<file path="config.mk">
export PLATFORM = sky130hd
export DESIGN_NAME = fetch_stage
export DESIGN_NICKNAME = d
export VERILOG_FILES = /design/src/rtl/fetch_stage.sv
export SDC_FILE = /design/constraint.sdc
export NUM_CORES = 1
export LEC_CHECK = 0
export ABC_AREA = 1
export BUFFER_PORTS_ARGS = -buffer_cell sky130_fd_sc_hd__buf_4
export CAP_MARGIN = 20
export CORE_MARGIN = 10
export CORE_UTILIZATION = 30
export CTS_BUF_LIST = sky130_fd_sc_hd__clkbuf_8
export CTS_CLUSTER_SIZE = 25
export DETAILED_ROUTE_END_ITERATION = 8
export PLACE_DENSITY_LB_ADDON = 0.05
export SLEW_MARGIN = 0
export SYNTH_ARGS = -nofsm -noshare
export SYNTH_HDL_FRONTEND = slang
export SYNTH_SLANG_ARGS = --single-unit
</file>
<file path="constraint.sdc">
create_clock -name clk -period 4.1 [get_ports clk]
set_input_delay 0.82 -clock clk [delete_from_list [all_inputs] [get_ports clk]]
set_output_delay 0.82 -clock clk [all_outputs]
set_load 0.05 [all_outputs]
</file>
<file path="src/rtl/fetch_stage.sv">
// Instruction fetch stage: program counter, ROM addressing and IF/ID pipeline register.
// Optional saturating stall/flush counters are built only when FETCH_PERF_CNT_EN is defined.
module fetch_stage #(
  parameter logic [31:0] RESET_PC  = 32'h0000_0000,
  parameter int          CNT_WIDTH = 16
) (
  input  logic                 clk,
  input  logic                 rst,
  input  logic                 freeze,
  input  logic                 branch_taken,
  input  logic [31:0]          branch_addr,
  output logic [31:0]          inst_addr,
  input  logic [31:0]          inst_data,
  output logic [31:0]          if_id_pc,
  output logic [31:0]          if_id_inst,
  output logic                 if_id_valid,
  output logic [CNT_WIDTH-1:0] stall_cnt,
  output logic [CNT_WIDTH-1:0] flush_cnt
);

  logic [31:0] pc_q, pc_d;
  logic [31:0] ifid_pc_q, ifid_pc_d;
  logic [31:0] ifid_inst_q, ifid_inst_d;
  logic        ifid_valid_q, ifid_valid_d;
  logic [31:0] pc_plus4;

  assign pc_plus4 = pc_q + 32'd4;

  // Branch beats freeze: a stalled IF/ID entry is on the wrong path and is dropped.
  always_comb begin
    pc_d         = pc_q;
    ifid_pc_d    = ifid_pc_q;
    ifid_inst_d  = ifid_inst_q;
    ifid_valid_d = ifid_valid_q;
    if (branch_taken) begin
      pc_d         = branch_addr;
      ifid_pc_d    = 32'd0;
      ifid_inst_d  = 32'd0;
      ifid_valid_d = 1'b0;
    end else if (!freeze) begin
      pc_d         = pc_plus4;
      ifid_pc_d    = pc_plus4;
      ifid_inst_d  = inst_data;
      ifid_valid_d = 1'b1;
    end
  end

  always_ff @(posedge clk or posedge rst) begin
    if (rst) begin
      pc_q         <= RESET_PC;
      ifid_pc_q    <= 32'd0;
      ifid_inst_q  <= 32'd0;
      ifid_valid_q <= 1'b0;
    end else begin
      pc_q         <= pc_d;
      ifid_pc_q    <= ifid_pc_d;
      ifid_inst_q  <= ifid_inst_d;
      ifid_valid_q <= ifid_valid_d;
    end
  end

  assign inst_addr   = pc_q;
  assign if_id_pc    = ifid_pc_q;
  assign if_id_inst  = ifid_inst_q;
  assign if_id_valid = ifid_valid_q;

`ifdef FETCH_PERF_CNT_EN
  logic [CNT_WIDTH-1:0] stall_q, stall_d;
  logic [CNT_WIDTH-1:0] flush_q, flush_d;

  // Counters saturate at all-ones rather than wrapping.
  always_comb begin
    stall_d = stall_q;
    flush_d = flush_q;
    if (branch_taken) begin
      if (flush_q != '1) flush_d = flush_q + 1'b1;
    end else if (freeze) begin
      if (stall_q != '1) stall_d = stall_q + 1'b1;
    end
  end

  always_ff @(posedge clk or posedge rst) begin
    if (rst) begin
      stall_q <= '0;
      flush_q <= '0;
    end else begin
      stall_q <= stall_d;
      flush_q <= flush_d;
    end
  end

  assign stall_cnt = stall_q;
  assign flush_cnt = flush_q;
`else
  assign stall_cnt = '0;
  assign flush_cnt = '0;
`endif

endmodule

</file>
* Word level (Yosys, flattened, before mapping)
Index checks and enable logic that the tools add are counted.
** Operators by class
- Add/subtract/negate cells :: 1
- Muxes and demuxes :: 7
- Eq/ne operators :: 1
** Operator list (number)
- 32-bit two-way mux :: 5
- 32-bit by 3-bit adder with 32-bit output, second input constant :: 1
- 1-bit two-way mux :: 2
- 2-bit by 1-bit != test with 1-bit output, second input constant :: 1
** Storage, ports and cells
- Output and inout port bits :: 129
- Flip-flop bits (word level) :: 97
- Word-level logic and storage cells :: 13

* Longest topological paths before layout
- Depth after elaboration :: 3
- Depth in mapped cells :: 10

* Worst setup path before layout
OpenSTA, ideal clock, no wires.
- Path kind :: flip-flop to flip-flop
- Start point :: reg pc_q[3], in the netlist inst_addr[3]
- End point :: reg ifid_pc_q[14], in the netlist if_id_pc[14]
- Arrival time :: 1.631 ns
- Buffers on the path :: 0
- Slack :: 2.344 ns
- Period minus slack after synthesis :: 1.756 ns
- Cell stages (with the launch flop) :: 9
- Required time :: 3.975 ns
- Path through :: dfrtp_1 > ha_1 > nand2_1 > nor2_2 > nand2_2 > nor2_4 > a21oi_1 > o21ai_1 > nand2_1
** On the way
- Cells in the longest elaborated chain, start to end :: 3
** RTL lines
- start: declaration :: line 21 : logic [31:0] pc_q, pc_d;
- start signal: assignment :: line 55 : pc_q <= pc_d;
- 32-bit by 3-bit adder with 32-bit output :: line 27 : assign pc_plus4 = pc_q + 32'd4;
- 32-bit two-way mux :: line 40 : end else if (!freeze) begin
- 32-bit two-way mux :: line 35 : if (branch_taken) begin
- end signal: assignment :: line 56 : ifid_pc_q <= ifid_pc_d;
- end: declaration :: line 22 : logic [31:0] ifid_pc_q, ifid_pc_d;
Every way passes these cells. The select of a mux whose other input is x is not followed.
A chain may end at the register's enable or synchronous reset.

* Final worst setup path
- Start point :: in branch_taken
- End point :: reg pc_q[12], in the netlist inst_addr[12]
** On the way
- Cells in the longest elaborated chain, start to end :: 1
** RTL lines
- start: declaration :: line 10 : input logic branch_taken,
- 2-bit by 1-bit != test with 1-bit output (no source line) or 32-bit two-way mux (tied branches)
Parallel ways exist; a longest one is shown, timed or not.

==> impl_metrics.json <==
{
  "outcome": "complete, no violations",
  "wl_per_cell_um": 16.46,
  "slew_viol_final": 0,
  "end_kind": "flop",
  "stdcell_count": 956,
  "cts_sinks": 97,
  "crit_type": "in2reg",
  "total_power_mw": 2.484,
  "design_area_mm2": 0.006294,
  "layout-drive-gt1-share_pct": 27.57,
  "dp_cells": 940,
  "synth_top_area_share_pct": 50.93,
  "io_pins": 197,
  "syn2layout_area_growth_pct": 32.06,
  "overflow": 0,
  "yosys_register_bits": 97,
  "drc_errors": 0,
  "hpwl_um": 11800,
  "yosys_warnings": 0,
  "p_leak_nw": 3.386,
  "synth_area_mm2": 0.004766,
  "via_per_inst": 4.403,
  "hold_path_class": "in2async",
  "ir_drop_mv": 0.1931,
  "die_y_um": 146.0,
  "grt_max_degree": 79,
  "path_max_fanout": 36,
  "fin_skew_ns": 0.01325,
  "cts_tree": "done",
  "fp-row-count": 46,
  "start_util_pct": 30.33,
  "grt_usage_pct": 14.62,
  "critPathArrivalTime_ns": 2.42,
  "firstDrtPassIters": 4,
  "synth_edf_count": 0,
  "hold_viol": 0,
  "port_buffers": 164,
  "period_share_pct": 51.72,
  "core_mm2": 0.01571,
  "die-area_mm2": 0.02133,
  "synthArstFlopShare_pct": 100.0,
  "fin_crit_ns": 2.120,
  "grt_pass1_wl_um": 25010,
  "cts-resized-gates": 0,
  "via_count": 4209,
  "synth_cells": 577,
  "placed_cell_area_mm2": 0.006091,
  "cts.htree.levels": 3,
  "yosys.cell_count.top_type": "nand2_1",
  "setup_viol": 0,
  "antenna_cells": 0,
  "wirelength_um": 15730,
  "synth_ff_type": "dfrtp_1",
  "cp.required_ns": 4.40,
  "syn_avg_cell_area_um2": 8.260,
  "grt_pass1_vias": 4415,
  "max_slew_margin_pct": 43.27,
  "post_cts_buffers": 0,
  "cts.path.max_buffers": 2,
  "clk_pin_slew_ns": 0.10,
  "max_freq_mhz": 471.6,
  "ys_types": 27,
  "ant_nets": 0,
  "rsz0062_at_grt": "no",
  "synth.area.top_cells": "dfrtp_1 51%, nand2_1 16%, a22o_1 6.4%, buf_4 5.2%, nand3_1 4.6%",
  "fin_nets": 804,
  "clk_latency_ns": 0.38,
  "worstMarginPinSlew_ns": 0.8510,
  "synthTopCellsByCount": "207 x nand2_1, 97 x dfrtp_1, 53 x inv_1",
  "routabilityCongestion": 0.8499,
  "critPathLaunchType": "primary input",
  "grt_antenna_before_repair": 0,
  "yosys.area.top_type": "dfrtp_1",
  "die_w_um": 146.0,
  "root_buffer": "clkbuf_8",
  "ys_seq_area_share_pct": 50.93,
  "ctsHoldBuffers": 0,
  "cts_inserted_buffers": 9,
  "first_iter_violations": 257,
  "fin_tns_setup_ns": 0,
  "maxCapViolCount": 0,
  "p_per_area_mw_per_mm2": 394.6
}
layout make-up:
| cell class | count | area [um^2] |
|---|---|---|
| clock buffer | 9 | 123.9 |
| clock inverter | 7 | 78.83 |
| fill | 1663 | 9419 |
| inverter | 54 | 205.2 |
| multi-input combinational | 405 | 1927 |
| sequential | 97 | 2427 |
| tap | 216 | 270.3 |
| timing repair buffer | 168 | 1261 |
cell usage in the layout (no fill, tap or decap), drive strengths merged, types with 2 or more instances in the layout:
master  instances
o21ai          21
a22o           35
buf           168
a21oi           5
o21bai          4
conb           32
inv            57
clkbuf          9
dfrtp          97
nor2           43
nand3          44
nand2         209
clkinv          2
o211ai          6
where the power goes:
group / internal (mW) / switching [mW]
logic: 0.200 / 0.513
clock network: 0.289 / 0.377
registers: 1.03 / 0.0760
per-stage QoR:
stage                     setup WS [ns]  utilization [%]  hold slack, ns
final                             1.980            40.05          0.4111
after global placement            1.579            38.76          0.4615
after detailed placement          1.526            38.76          0.4672
after CTS                         1.948            40.05          0.4105
after global routing              1.812            40.05          0.4229
after floorplan                  0.7463                -          0.7514
cells by family after synthesis:
group	count (synthesis)	synth area share [%]
AND/OR/NAND/NOR	299	26.39
XOR/XNOR	2	0.3676
flip-flops	97	50.93
buffers and inverters	106	11.24
other	1	0.07869
AO/OA/AOI/OAI	71	10.74
adder cells (fa/ha/maj)	1	0.2625
path summary, 6_finish.rpt:
check | slack (ns) | startpoint | depth (start not counted) | endpoint
setup / recovery | 1.98 | branch_taken | 5 | inst_addr[12]
hold / removal | 0.41 | rst | 2 | if_id_pc[28]
setup reg to reg | 2.40 | inst_addr[3] | 8 | if_id_pc[14]
hold reg to reg | 0.49 | if_id_pc[3] | 2 | if_id_pc[3]
max in group asynchronous | 2.83 | rst | 3 | if_id_pc[12]
min in group clk | 0.49 | if_id_pc[3] | 2 | if_id_pc[3]
critical path: stages:
cell and delay [ns]:
buf_4 0.26, nor2_4 0.61, buf_4 0.46, nand3_1 0.15
o211ai_1 0.10
per-layer routing:
metal	part of all wire (%)	up-vias	GRT usage (%)
met5	0	-	0
met4	2.1	0	5.506
met3	7.5	18	4.883
met2	45	138	22.37
met1	46	1957	18.75
li1	-	2096	-
flip-flops by register name, indices dropped and copies added (netlist names):
signal / count
if_id_inst: 32
if_id_pc: 32
inst_addr: 32
if_id_valid: 1
Note: power is estimated with default switching activity, not from simulation.
